==> config.mk <==
export PLATFORM = sky130hd
export DESIGN_NAME = unidade_controle_flat
export DESIGN_NICKNAME = d
export VERILOG_FILES = /design/src/rtl/unidade_controle_if.sv /design/src/rtl/unidade_controle.sv /design/src/flat_wrapper.sv
export SDC_FILE = /design/constraint.sdc
export NUM_CORES = 1
export LEC_CHECK = 0
export ABC_AREA = 1
export CELL_PAD_IN_SITES_DETAIL_PLACEMENT = 0
export CELL_PAD_IN_SITES_GLOBAL_PLACEMENT = 1
export CORE_AREA = 3 3 78 62
export DETAILED_ROUTE_END_ITERATION = 16
export DIE_AREA = 0 0 81 65
export PLACE_DENSITY_LB_ADDON = 0.1
export SLEW_MARGIN = 25
export SYNTH_ARGS = -nofsm -noshare
export SYNTH_HDL_FRONTEND = slang
export SYNTH_SLANG_ARGS = --single-unit
==> constraint.sdc <==
create_clock -name clock -period 1.2 [get_ports clock]
set_input_delay 0.18 -clock clock [delete_from_list [all_inputs] [get_ports clock]]
set_output_delay 0.18 -clock clock [all_outputs]
set_load 0.05 [all_outputs]
==> src/rtl/unidade_controle_if.sv <==
// Bus between the control unit and the rest of the 8-bit datapath:
// program memory read port, write-back mux select, register bank control,
// ALU operation, latched immediate, program counter and halt flag.
interface unidade_controle_if #(
    parameter int LARGURA = 8
);
    logic [LARGURA-1:0] dado_memoria;
    logic [LARGURA-1:0] endereco_memoria;
    logic [1:0]         controle_mux;
    logic [1:0]         op_ula;
    logic [1:0]         reg_destino;
    logic [1:0]         reg_fonte;
    logic               escreve_reg;
    logic [LARGURA-1:0] imediato;
    logic [LARGURA-1:0] pc;
    logic               parado;

    // Control unit side
    modport master (
        input  dado_memoria,
        output endereco_memoria,
        output controle_mux,
        output op_ula,
        output reg_destino,
        output reg_fonte,
        output escreve_reg,
        output imediato,
        output pc,
        output parado
    );

    // Datapath / memory side
    modport slave (
        output dado_memoria,
        input  endereco_memoria,
        input  controle_mux,
        input  op_ula,
        input  reg_destino,
        input  reg_fonte,
        input  escreve_reg,
        input  imediato,
        input  pc,
        input  parado
    );
endinterface

==> src/rtl/unidade_controle.sv <==
// Multicycle control unit for the 8-bit processor.
// Fetches an instruction byte, decodes it and sequences it through
// BUSCA -> DECODIFICA -> EXECUTA [-> IMEDIATO -> ESCRITA] -> BUSCA.
// Optional feature macro: UNIDADE_CONTROLE_SALTO_EN
//   defined   : opcode 110 is JMP (fetches a target byte, loads pc).
//   undefined : opcode 110 is a 3-cycle NOP.
module unidade_controle #(
    parameter int LARGURA = 8
) (
    input  logic               clock,
    input  logic               reset,
    unidade_controle_if.master bus
);

    typedef enum logic [2:0] {
        BUSCA      = 3'd0,
        DECODIFICA = 3'd1,
        EXECUTA    = 3'd2,
        IMEDIATO   = 3'd3,
        ESCRITA    = 3'd4,
        PARADO     = 3'd5
    } estado_t;

    localparam logic [2:0] OP_LDI  = 3'b000;
    localparam logic [2:0] OP_MOV  = 3'b001;
    localparam logic [2:0] OP_ADD  = 3'b010;
    localparam logic [2:0] OP_SUB  = 3'b011;
    localparam logic [2:0] OP_AND  = 3'b100;
    localparam logic [2:0] OP_OR   = 3'b101;
    localparam logic [2:0] OP_JMP  = 3'b110;
    localparam logic [2:0] OP_HALT = 3'b111;

    estado_t            estado;
    estado_t            prox_estado;
    logic [LARGURA-1:0] pc_q;
    logic [LARGURA-1:0] ir;
    logic [LARGURA-1:0] imediato_q;
    logic [2:0]         opcode;
    logic               escreve;
    logic [1:0]         mux_sel;
    logic [1:0]         op_sel;
    logic               ir_unused;

    assign opcode    = ir[7:5];
    assign ir_unused = ir[0];

    // State register plus the datapath registers loaded in specific states
    always_ff @(posedge clock) begin
        if (reset) begin
            estado     <= BUSCA;
            pc_q       <= '0;
            ir         <= '0;
            imediato_q <= '0;
        end else begin
            estado <= prox_estado;
            case (estado)
                DECODIFICA: begin
                    ir   <= bus.dado_memoria;
                    pc_q <= pc_q + LARGURA'(1);
                end
                IMEDIATO: begin
                    imediato_q <= bus.dado_memoria;
                    pc_q       <= pc_q + LARGURA'(1);
                end
`ifdef UNIDADE_CONTROLE_SALTO_EN
                ESCRITA: begin
                    if (opcode == OP_JMP) begin
                        pc_q <= imediato_q;
                    end
                end
`endif
                default: begin
                end
            endcase
        end
    end

    // Next-state decode and the write-cycle control outputs
    always_comb begin
        prox_estado = estado;
        escreve     = 1'b0;
        mux_sel     = 2'b00;
        op_sel      = 2'b00;
        case (estado)
            BUSCA:      prox_estado = DECODIFICA;
            DECODIFICA: prox_estado = EXECUTA;
            EXECUTA: begin
                case (opcode)
                    OP_LDI: prox_estado = IMEDIATO;
                    OP_MOV: begin
                        escreve     = 1'b1;
                        mux_sel     = 2'b01;
                        prox_estado = BUSCA;
                    end
                    OP_ADD, OP_SUB, OP_AND, OP_OR: begin
                        // opcode-2 modulo 4 needs only the low opcode bits
                        escreve     = 1'b1;
                        op_sel      = opcode[1:0] - 2'd2;
                        prox_estado = BUSCA;
                    end
`ifdef UNIDADE_CONTROLE_SALTO_EN
                    OP_JMP:  prox_estado = IMEDIATO;
`else
                    OP_JMP:  prox_estado = BUSCA;
`endif
                    OP_HALT: prox_estado = PARADO;
                    default: prox_estado = BUSCA;
                endcase
            end
            IMEDIATO: prox_estado = ESCRITA;
            ESCRITA: begin
                if (opcode == OP_LDI) begin
                    escreve = 1'b1;
                    mux_sel = 2'b10;
                end
                prox_estado = BUSCA;
            end
            PARADO:  prox_estado = PARADO;
            default: prox_estado = BUSCA;
        endcase
    end

    // A reset arriving during a write cycle suppresses the strobe so the
    // aborted instruction never reaches the register bank.
    assign bus.escreve_reg      = escreve & ~reset;
    assign bus.controle_mux     = mux_sel;
    assign bus.op_ula           = op_sel;
    assign bus.endereco_memoria = pc_q;
    assign bus.reg_destino      = ir[4:3];
    assign bus.reg_fonte        = ir[2:1];
    assign bus.imediato         = imediato_q;
    assign bus.pc               = pc_q;
    assign bus.parado           = (estado == PARADO);

endmodule

==> src/flat_wrapper.sv <==
// flat-port wrapper written by rule: the top's interface ports become plain ports
module unidade_controle_flat 
#(
    parameter int LARGURA = 8
)
  (clock, reset, bus_dado_memoria, bus_endereco_memoria, bus_controle_mux, bus_op_ula, bus_reg_destino, bus_reg_fonte, bus_escreve_reg, bus_imediato, bus_pc, bus_parado);
  unidade_controle_if #(.LARGURA(LARGURA)) bus_i ();
  input  logic clock;
  input  logic reset;
  input wire logic [$bits(bus_i.dado_memoria)-1:0] bus_dado_memoria;
  output wire logic [$bits(bus_i.endereco_memoria)-1:0] bus_endereco_memoria;
  output wire logic [$bits(bus_i.controle_mux)-1:0] bus_controle_mux;
  output wire logic [$bits(bus_i.op_ula)-1:0] bus_op_ula;
  output wire logic [$bits(bus_i.reg_destino)-1:0] bus_reg_destino;
  output wire logic [$bits(bus_i.reg_fonte)-1:0] bus_reg_fonte;
  output wire logic [$bits(bus_i.escreve_reg)-1:0] bus_escreve_reg;
  output wire logic [$bits(bus_i.imediato)-1:0] bus_imediato;
  output wire logic [$bits(bus_i.pc)-1:0] bus_pc;
  output wire logic [$bits(bus_i.parado)-1:0] bus_parado;
  assign bus_i.dado_memoria = bus_dado_memoria;
  assign bus_endereco_memoria = bus_i.endereco_memoria;
  assign bus_controle_mux = bus_i.controle_mux;
  assign bus_op_ula = bus_i.op_ula;
  assign bus_reg_destino = bus_i.reg_destino;
  assign bus_reg_fonte = bus_i.reg_fonte;
  assign bus_escreve_reg = bus_i.escreve_reg;
  assign bus_imediato = bus_i.imediato;
  assign bus_pc = bus_i.pc;
  assign bus_parado = bus_i.parado;
  unidade_controle #(.LARGURA(LARGURA)) u_core (.clock(clock), .reset(reset), .bus(bus_i));
endmodule
; Word level (Yosys, flattened, before mapping)
; Index checks and enable logic that the tools add are counted.
[totals]
regBits = 27
latch_bits = 0
ramBits = 0
mem_bits_ro = 0
out_inout_bits = 34
word_cells = 36
mem_count = 0
[classes]
addsub = 2
n_mul = 0
div = 0
n_lt_le_gt_ge = 0
eq_ne = 12
shifts = 0
n_mux = 10
bitwise = 2
n_reduce_logical = 6
[op_table]
columns = op, count
row1 = == test 3 bit (second input constant), 6
row2 = one-hot mux 3 bit (5 select lines), 1
row3 = == test 3 x 2 -> 1 bit (second input constant), 4
row4 = one-hot mux 3 bit (3 select lines), 1
row5 = adder 8 x 1 -> 8 bit (second input constant), 1
row6 = == test 3 x 1 -> 1 bit (second input constant), 2
row7 = zero test 3 bit, 2
row8 = 2-to-1 mux 2 bit, 3
row9 = OR reduction 6 bit, 1
row10 = OR reduction 5 bit, 1
row11 = one-hot mux 2 bit (2 select lines), 1
row12 = OR reduction 4 bit, 1
row13 = 2-to-1 mux 1 bit, 3
row14 = one-hot mux 1 bit (2 select lines), 1
row15 = OR reduction 2 bit, 1
row16 = subtractor 2 bit (second input constant), 1
row17 = AND 1 bit, 1
row18 = inverter 1 bit, 1

; Logic depth before layout (Yosys ltp)
[depth]
ltp_word = 5
mapped_depth = 7

; Worst setup path before layout
; OpenSTA, ideal clock, no wires.
[synth_path]
path_type = reg-to-output
start = register u_core.estado[0]
end = output port bus_controle_mux[0]
arrival_ns = 2.209
required_ns = 1.020
path_slack_ns = -1.189
path_stages_with_launch = 5
path_cell_list = dfxtp_1 > buf_4 > nor3_2 > inv_2 > nor4_1
[synth_between]
elab_chain_cells = 2
elab_cells_between_ends = 3
[synth_lines]
columns = item, line
row1 = "start, declared", unidade_controle.sv:33  ; estado_t estado;
row2 = "start signal, assigned", unidade_controle.sv:55  ; estado <= prox_estado;
row3 = == test 3 bit / == test 3 x 2 -> 1 bit (equally long branches), unidade_controle.sv:84  ; case (estado)
row4 = one-hot mux 2 bit (2 select lines) *, unidade_controle.sv:84
row5 = "end, declared", flat_wrapper.sv:12  ; output wire logic [$bits(bus_i.controle_mux)-1:0] bus_controle_mux;
; Every way passes the cells marked *; elsewhere a longest branch is shown, timed or not.

; Worst setup path after layout
[layout_path]
start = register u_core.estado[1]
end = output port bus_controle_mux[0]
; The elaborated chain is that of the path after synthesis.

==> results <==
timing repair:
item,4_1_cts,5_1_grt
pin swaps,8,5
resized for setup,22,7
buffers inserted,6,4
endpoints found under the setup margin,20,20
cloned,0,0
where the power goes:
group	internal (µW)	total [µW]	switching (µW)
Sequential	965	1080	112
Combinational	637	1320	686
Clock	363	645	283
Total	1960	3050	1080
worst max-delay path by stage:
stage / endpoint / slack (ns) / cells past startpoint
floorplan: bus_controle_mux[0] / -0.31 / 4
CTS: bus_controle_mux[0] / -0.38 / 5
finish: bus_controle_mux[0] / -0.36 / 5
global route: bus_controle_mux[0] / -0.42 / 5
global placement: bus_escreve_reg / -0.16 / 6
detailed placement: bus_escreve_reg / -0.20 / 6
stage by stage:
step	hold slack [ns]	cells	setup TNS, ns	instance area, µm²
4_1_cts	0.495	277	-1.84	2360
3_5_place_dp	0.491	268	-2.49	2170
5_1_grt	0.529	280	-2.14	2400
3_3_place_gp	0.488	268	-1.57	2170
2_1_floorplan	0.315	164	-0.824	1280
6_report	0.498	280	-1.71	2400
logic make-up (layout without fill, tap and decap cells):
logic type                 after synthesis  count (layout)  share of synthesized area, %
DFF                                     26              26                          42.8
adders and majority gates                2               2                          2.06
xor gates and xnor gates                 1               1                         0.720
and+or+nand+nor                         72              72                          27.2
buffers and inverters                   34              95                          15.3
AOI/OAI and AO/OA                       29              29                          11.9
routing by layer:
layer | up-vias | track usage, % | wire length, µm
met5 | - | 0 | 0
met3 | 2 | 2.92 | 132
met2 | 26 | 21.6 | 1600
met1 | 559 | 17.5 | 1580
li1 | 638 | - | -
met4 | 0 | 2.53 | 17
cell usage in the layout, fill, tap and decap left out, drive strengths merged:
master / Yosys / routed
ha: 2 / 2
clkbuf: 0 / 4
buf: 16 / 64
dfxtp: 26 / 26
o21ai: 14 / 14
a21oi: 15 / 15
nand2: 22 / 22
nand3: 13 / 13
nor4: 1 / 1
nor2: 31 / 31
nor3: 3 / 3
nand4: 2 / 2
inv: 18 / 18
clkdlybuf4s50: 0 / 9
xor2: 1 / 1
cell usage after synthesis:
| library cell | instances | area share [%] |
|---|---|---|
| nor4_1 | 1 | 0.51 |
| nor3_1 | 2 | 0.82 |
| buf_6 | 1 | 0.93 |
| nand4_1 | 2 | 1.0 |
| nand3_1 | 11 | 4.5 |
| inv_1 | 13 | 4.0 |
| nor2_1 | 27 | 8.3 |
| a21oi_1 | 15 | 6.2 |
| o21ai_1 | 5 | 2.1 |
| nand2_2 | 1 | 0.51 |
| nor2_2 | 3 | 1.5 |
| o21ai_0 | 9 | 3.7 |
| dfxtp_1 | 26 | 43 |
| nor2_4 | 1 | 0.93 |
| ha_1 | 2 | 2.1 |
| inv_2 | 5 | 1.5 |
| buf_4 | 13 | 8.0 |
| nand3_2 | 2 | 1.6 |
| xor2_1 | 1 | 0.72 |
| nor3_2 | 1 | 0.82 |
| nand2_1 | 21 | 6.5 |
| buf_2 | 2 | 0.82 |
area by class of cell:
cell class                      count  area share [%]
Clock buffer                        4            2.76
Multi-Input combinational cell    104            26.8
Tap cell                           55            2.86
Sequential cell                    26            22.6
Timing Repair Buffer               73            41.6
Inverter                           18            3.33
worst reg2reg max path: cells and delay by family (launching register included):
kind / cells / cell delay (ns)
and+or+nand+nor: 5 / 0.46
DFF: 1 / 0.34
buffers and inverters: 2 / 0.26
flip-flops by register name (all words and copies together) (netlist names):
register / flops
u_core.estado: 3
u_core.bus.imediato: 8
u_core.ir: 7
u_core.bus.endereco_memoria: 8
==> metrics.yaml <==
status:
  status: "complete, but fails checks"
  violations: "setup timing"
sta:
  rsz0062_at_grt: "true"
  finalMaxSlewViolations: 0
  period_share_pct: 130
  post-route-min-period_ns: 1.56
  setup_slack_ns: -0.358
  final.setup_skew_ns: 0.00453
  setup-violations-final: 6
  fmax_mhz: 642
  max_slew.worst_pin.slew_ns: 0.285
  final-hold-violation-count: 0
  slew_headroom_pct: 81.0
logic_synthesis:
  synth-seq-cells: 26
  synth.yosys.seq_area_share_pct: 42.8
  ys_types: 22
  synth_cells: 164
  avgSynthCellArea_um2: 7.42
  syn_nets: 176
  syn-cell-area_um2: 1220
  yosys_warnings: 0
pwr:
  finalPower_uw: 3050
  ir_drop_uv: 639
  p_leak_uw: 0.000987
  power_density_nw_per_um2: 1270
critical_path:
  endpoint_kind: "primary output"
  r2r-start: "u_core.estado[2]"
  reg2reg_to: "u_core.bus.endereco_memoria[5]"
  worstSetupStartpointType: "flip-flop"
  arrival_ns: 1.38
  path_buf_inv: 3
  cp.required_ns: 1.02
  max_stage_delay_ns: 0.36
  path_max_fanout: 3
  cp_cell_sequence: "inv_4, nor3_4, inv_2, nor4_4, buf_12"
  cp_slowest_cell: "dfxtp_4"
  rrSetupSlack_ns: 0.04
  crit_family: "simple AND/OR/NAND/NOR gates"
  worst_r2r_path_depth: 7
  crit_start: "u_core.estado[1]"
  setup.worst_path.class: "reg -> out"
floorplanning:
  boundaryPins: 44
  start_util_pct: 30.0
  die_y_um: 65
  rows: 20
  die_w_um: 81
  die_area_um2: 5270
  core_um2: 4050
min_path:
  worstHoldStart: "bus_dado_memoria[0]"
  whs_endpoint: "u_core.bus.imediato[0]"
  hold_class: "in -> reg"
  min_path_cells: 3
clock_network:
  insertion_delay_ns: 0.27
  clockRootBuffer: "clkbuf_8"
  cts_buffers: 3
  cts_sinks: 26
  clkTransAtPathRegs_ns: 0.09
  cts_tree: "built"
  htree_levels: 1
  cts_hold_buf: 0
  ctsLongestPathBuffers: 2
layout:
  diodes: 0
  drive_gt1_share_pct: 48.0
  final_nets: 238
  seqCellArea_um2: 544
  syn_to_final_growth_pct: 97.7
  utilization_pct: 59.3
  fillers: 358
  multiInputGateArea_um2: 646
grt:
  grt-ovfl-total: 0
  grt_pass1_vias: 1206
  grt_use_total_pct: 13.1
  antenna_found_initial: 0
  grt_first_pass_wirelength_mm: 5.39
  grt_max_degree: 20
detailed_routing:
  wirelength_mm: 3.33
  dr.pass1.iters: 4
  vias: 1225
  drt_iter0_drc: 26
  drc_errors: 0
  ant_nets: 0
  wl_per_cell_um: 11.9
  via_per_inst: 4.38
placed_design:
  io_buffer_count: 43
  hpwl_mm: 2.58
  gp_congestion: 0.873
  place_ws_ns: -0.197
flow_run:
  cap_violations: 0
No activity file was read; power rests on OpenSTA's default activity.
==> RTL edit 1, RTL diff (same settings) <==
`LARGURA` is set to 8 in 3 places; all go to 12.
--- a/src/rtl/unidade_controle_if.sv
+++ b/src/rtl/unidade_controle_if.sv
@@ -2,7 +2,7 @@
 // program memory read port, write-back mux select, register bank control,
 // ALU operation, latched immediate, program counter and halt flag.
 interface unidade_controle_if #(
-    parameter int LARGURA = 8
+    parameter int LARGURA = 12
 );
     logic [LARGURA-1:0] dado_memoria;
     logic [LARGURA-1:0] endereco_memoria;
--- a/src/rtl/unidade_controle.sv
+++ b/src/rtl/unidade_controle.sv
@@ -5,7 +5,7 @@
 //   defined   : opcode 110 is JMP (fetches a target byte, loads pc).
 //   undefined : opcode 110 is a 3-cycle NOP.
 module unidade_controle #(
-    parameter int LARGURA = 8
+    parameter int LARGURA = 12
 ) (
     input  logic               clock,
     input  logic               reset,
--- a/src/flat_wrapper.sv
+++ b/src/flat_wrapper.sv
@@ -1,7 +1,7 @@
 // flat-port wrapper written by rule: the top's interface ports become plain ports
 module unidade_controle_flat 
 #(
-    parameter int LARGURA = 8
+    parameter int LARGURA = 12
 )
   (clock, reset, bus_dado_memoria, bus_endereco_memoria, bus_controle_mux, bus_op_ula, bus_reg_destino, bus_reg_fonte, bus_escreve_reg, bus_imediato, bus_pc, bus_parado);
   unidade_controle_if #(.LARGURA(LARGURA)) bus_i ();
Ports: changed (resized bus_dado_memoria, bus_endereco_memoria, bus_imediato and bus_pc); port bits go from 44 to 60. The function was not compared with the original's and may differ.
==> RTL edit 1 against the unedited design <==
The run still ends with setup timing left. Die area unchanged. Synthesized area increased by 31%. Setup slack got worse by 41 ps. Synthesized cell count increased by 35%. Sequential cell count increased by 8. Design area increased by 31%. Routed wire length increased by 47%. Total power increased by 54%.
==> RTL edit 1: results (changes against the unedited design) <==
Outcome
  – Status: finished with violations
  – Violated checks: setup timing

Synthesis
  – Mapped Nets: 237 (+35%)
  – Sequential area share after synthesis: 42.8% (about the same)
  – Synth top area cells: dfxtp_1, nor2_1, buf_4, o21ai_0, nand2_1
  – Average size of a mapped cell: 7.16 um^2 (-3.4%)
  – Most frequent cells after synthesis: nor2_1, dfxtp_1, nand2_1, inv_1, o21ai_0

Route
  – Avg WL per Cell: 13.9 um (+17%)
  – Metal1 wirelength: 2080 um (+32%)
  – Initial DRC count: 70 (+170%)
  – DRT Pass-1 Iters: 4 (unchanged)
  – Total routed wirelength: 4900 um (+47%)
  – Top Layer Used: met4
  – Post-detailed-route via-to-cell ratio: 4.81 (+9.9%)
  – Met3 WL: 338 um (+160%)
  – Met2 wire length: 2380 um (+49%)

STA
  – Relative slew margins: 81.7% (+0.71 points)
  – WHS: 481 ps (-16.4 ps)
  – Worst Skew: 6.91 ps (+2.39 ps)
  – Final setup TNS: -4740 ps (-3020 ps)
  – Final setup margin: -399 ps (-40.9 ps)
  – # setup viols final: 28 (+22)

Place
  – Inst Count DP: 340 (+27%)
  – Post-Place Worst Slack: -140 ps (+57.4 ps)
  – Post-DP Area: 0.00291 mm^2 (+34%)
  – Post-DP HPWL: 3340 um (+30%)
  – GPL Wtd Cong: 0.802 (-8.2%)
  – Input/output buffers: 59 (+37%)

Cells and area
  – Layout cells sized above 1: 48.0% (about the same)
  – NumNets Final: 311 (+31%)
  – Fillers: 273 (-24%)

Worst setup path
  – Setup slack, reg-to-reg: -230 ps (-270 ps)
  – Worst setup startpoint: u_core.ir[5]$_SDFFE_PP0P_
  – Worst R2R Start: u_core.estado[0]$_SDFF_PP0_
  – R2r endpoint: u_core.bus.imediato[4]$_SDFFE_PP0P_

Power and ir drop
  – P_int: 2.80 mW (+43%)
  – Leak pwr: 1.29 nW (+30%)
  – Worst IR drop on VDD: 0.992 mV (+55%)

Global routing
  – Vias in the first global route: 1662 (+38%)
  – First-pass GRT wire length: 7510 um (+39%)
  – GRT Overall Usage: 18.6% (+5.5 points)
  – Largest net degree at the start of global routing: 25 (+25%)
  – Initial antenna violation count: 0 (unchanged)

Clock network
  – TritonCTS Buffers: 5 (+2)
  – H-tree depth: 2 (+1)
  – CTS clk-pin slew, worst paths: 70 ps (-20 ps)
==> RTL edit 1: cell types whose count changed after synthesis, sizes merged, moves of 2 or more <==
cell   change
o21ai     +10
nor2      +17
inv       +10
buf        +7
nand2      +6
dfxtp      +8
nand3      -5
nand4      +2
==> RTL edit 1: final cells by class <==
cell class / count / area [um^2] / share of cell area [%]
timing repair buffer: 89 / 1300 / 41.2
multi-input combinational: 137 / 862 / 27.3
sequential: 34 / 724 / 22.9
inverter: 28 / 109 / 3.45
clock buffer: 7 / 86.3 / 2.73
tap: 55 / 68.8 / 2.18
timing repair inverter: 1 / 7.51 / 0.238
==> RTL edit 1: per-layer routing <==
layer	global-route usage, %	up-vias
met5	0	-
met4	6.54	0
met3	6.94	10
met2	29.7	59
met1	22.8	775
li1	-	843
==> RTL edit 1: what timing repair did <==
item	in CTS	in global routing
endpoints found under the hold margin	0	0
setup endpoints to repair	31	26
setup buffers	1	2
gates cloned	1	0
gates resized for setup	12	36
pin swaps	6	12
==> RTL edit 1: power by group through the flow <==
stage / logic (mW) / registers, mW / clock network [mW]
after floorplan: 0.875 / 1.73 / 0
after global placement: 1.97 / 1.50 / 0
after global routing: 2.43 / 1.53 / 0.944
after detailed placement: 2.00 / 1.51 / 0
final: 2.31 / 1.51 / 0.868
after CTS: 2.10 / 1.50 / 0.879
==> RTL edit 1: worst max-delay path, stage by stage (launching register included) <==
cell	delay, ps
dfxtp_1	430
inv_1	160
nor4_4	360
buf_12	180
==> RTL edit 1: kinds of logic after synthesis <==
logic type                 share of synthesized area, %
DFF                                                42.8
AOI/OAI and AO/OA                                  13.0
adders and majority gates                         0.787
buffers and inverters                              17.0
and+or+nand+nor                                    26.4
==> RTL edit 2, RTL diff (same settings) <==
Without the edit above. Make the reset (`reset`) asynchronous in one clocked block.
--- a/src/rtl/unidade_controle.sv
+++ b/src/rtl/unidade_controle.sv
@@ -45,7 +45,7 @@
     assign ir_unused = ir[0];
 
     // State register plus the datapath registers loaded in specific states
-    always_ff @(posedge clock) begin
+    always_ff @(posedge clock or posedge reset) begin
         if (reset) begin
             estado     <= BUSCA;
             pc_q       <= '0;
Check against the original RTL: differs if reset is asserted again (counterexample within 4 cycles, from zero or initial values and one cycle with reset high); with reset held inactive, the same outputs for 10 cycles.
==> RTL edit 2 against the unedited design <==
The run still ends with setup timing left. Setup slack got worse by 31 ps. Clock skew down 0.72 ps. Via count is 1.8% higher. Routed wire length up 12%. Cell count shrank 1.1%. Utilization rose by 7.3 points. Sequential cell count did not move. Sequential share of layout area up 1.9 points. Design area is 12% higher. Synthesized area rose by 7.5%. Critical path depth up 1. Register-to-register slack worse by 180 ps. Critical path type unchanged. Largest cell class unchanged.
Power is not compared: it rests on default switching activity, and its combinational part moved more than twofold at a synthesized area within 25%.
==> RTL edit 2: results (changes against the unedited design) <==
Global routing
  – Vias in the first global route: 1268 (+5.1%)
  – Largest net degree at the start of global routing: 27 (+35%)
  – First-pass GRT wire length: 5790 um (+7.4%)
  – GRT Overall Usage: 14.0% (+0.91 points)
  – Initial antenna violation count: 0 (unchanged)

Clock network
  – Clock buffer depth: 2 (unchanged)
  – Worst skew pair latency: 270 ps (about the same)
  – H-tree depth: 1 (unchanged)
  – Hold Buf Count CTS: 0 (unchanged)
  – Root Buffer: clkbuf_8
  – CTS clk-pin slew, worst paths: 90 ps (about the same)
  – TritonCTS Buffers: 3 (unchanged)

Worst setup path
  – Critical path arrival: 1410 ps (+30 ps)
  – CP max FO: 4 (+1)

Synthesis
  – Compound-cell area share of the yosys netlist: 7.85% (-4.1 points)
  – Mapped Nets: 172 (-2.3%)
  – Adder-cell share of the synthesized area: 0.957% (-1.1 points)
  – Synth Warn #: 0 (unchanged)
  – Sequential area share after synthesis: 49.8% (+7.0 points)
  – Cell variety after synth: 21 (-4.5%)
  – Async set or reset register ratio after synthesis: 100% (+100 points)
  – Synth top area cells: dfrtp_1, nand2_1, buf_4, inv_1, o21ai_0
  – Mux contribution to synthesized area: 0% (unchanged)
  – Synth Area in XOR/XNOR: 1.91% (+1.2 points)
  – Most frequent cells after synthesis: nand2_1, dfrtp_1, inv_1, o21ai_0, buf_4

Place
  – Input/output buffers: 43 (unchanged)
  – Post-DP HPWL: 2470 um (-4.2%)
  – Post-DP Area: 0.00230 mm^2 (+6.0%)
  – GPL Wtd Cong: 0.786 (-10%)

STA
  – # setup viols final: 29 (+23)
  – Relative slew margins: 82.1% (+1.1 points)
  – Final setup margin: -389 ps (-31.3 ps)
  – Worst Skew: 3.80 ps (-0.724 ps)

Route
  – Initial DRC count: 62 (+140%)
  – Post-route DRC violation count: 0 (unchanged)
  – Total routed wirelength: 3720 um (+12%)
  – Total number of vias: 1247 (+1.8%)
  – DRT Pass-1 Iters: 4 (unchanged)

Cells and area
  – Layout cells sized above 1: 57.7% (+9.7 points)
  – NumNets Final: 234 (-1.7%)
  – Antenna fix cells: 0 (unchanged)

Power and ir drop
  – Worst IR drop on VDD: between 1.5 and 2 mV
  – Leak pwr: around 1.2 nW

Outcome
  – Status: finished with violations
  – Violated checks: setup timing

Worst hold path
  – Hold crit path type: primary input to async pin
-- RTL edit 2: cell families after synthesis --
| logic type | after synthesis |
|---|---|
| adders and majority gates | 1 |
| AOI/OAI and AO/OA | 20 |
| xor gates and xnor gates | 2 |
| and+or+nand+nor | 73 |
| buffers and inverters | 39 |
| DFF | 26 |
-- RTL edit 2: path summary, 6_finish.rpt --
path | start | end | slack, ps | depth (start not counted)
setup / recovery | u_core.ir[7]$_DFFE_PP0N_ | bus_escreve_reg | -390 | 6
hold / removal | reset | u_core.bus.imediato[7]$_DFFE_PP0N_ | 330 | 3
setup reg to reg | u_core.estado[0]$_DFF_PP0_ | u_core.bus.endereco_memoria[0]$_DFFE_PP0P_ | -140 | 6
hold reg to reg | u_core.ir[1]$_DFFE_PP0N_ | u_core.ir[1]$_DFFE_PP0N_ | 550 | 2
max in group asynchronous | reset | u_core.bus.endereco_memoria[2]$_DFFE_PP0P_ | 700 | 3
min in group clock | bus_dado_memoria[0] | u_core.bus.imediato[0]$_DFFE_PP0N_ | 450 | 3
-- RTL edit 2: final cells by class --
cell class / count / area, um^2
flip-flops and latches: 26 / 662
clock inverters: 1 / 30.0
multi-input cells: 97 / 739
repair buffers: 71 / 1060
fillers: 328 / 1350
well taps: 55 / 68.8
clock buffers: 3 / 41.3
inverters: 24 / 98.8
-- RTL edit 2: critical path: stages, from the launching register on --
cell and delay [ps]:
dfrtp_1 430, nor2_4 130, nand2_2 60, inv_2 90
nand3_4 100, a21oi_4 180, buf_12 150
-- RTL edit 2: what timing repair did --
item / 4_1_cts / 5_1_grt
buffers inserted: 4 / 6
setup endpoints to repair: 17 / 36
pin swaps: 6 / 10
resized for setup: 16 / 61
gates cloned: 1 / 1
endpoints found under the hold margin: 0 / 0
-- RTL edit 2: layer usage --
metal  vias to the layer above  wire (um)  global-route usage (%)
met3                         2        219                    4.44
met2                        34       2000                    24.3
met5                         -          0                       0
met4                         0         19                    4.01
met1                       597       1480                    16.5
li1                        614          -                       -
-- RTL edit 2: where the power goes --
| part | total, mW | internal, mW | switching (mW) |
|---|---|---|---|
| clock | 0.720 | 0.446 | 0.274 |
| combinational | 5.73 | 2.73 | 3.01 |
| sequential | 1.79 | 1.27 | 0.515 |
| total | 8.24 | 4.44 | 3.79 |
-- RTL edit 2: through the flow --
step | TNS, ps | worst slack [ps] | power (mW) | std cells | hold WS, ps
floorplan | -856 | -214 | 4.21 | 161 | 220
global placement | -401 | -99.2 | 6.33 | 263 | 531
detailed placement | -754 | -144 | 6.43 | 263 | 535
CTS | -2030 | -386 | 7.48 | 271 | 342
global route | -4670 | -459 | 8.68 | 277 | 357
finish | -3050 | -389 | 8.24 | 277 | 335
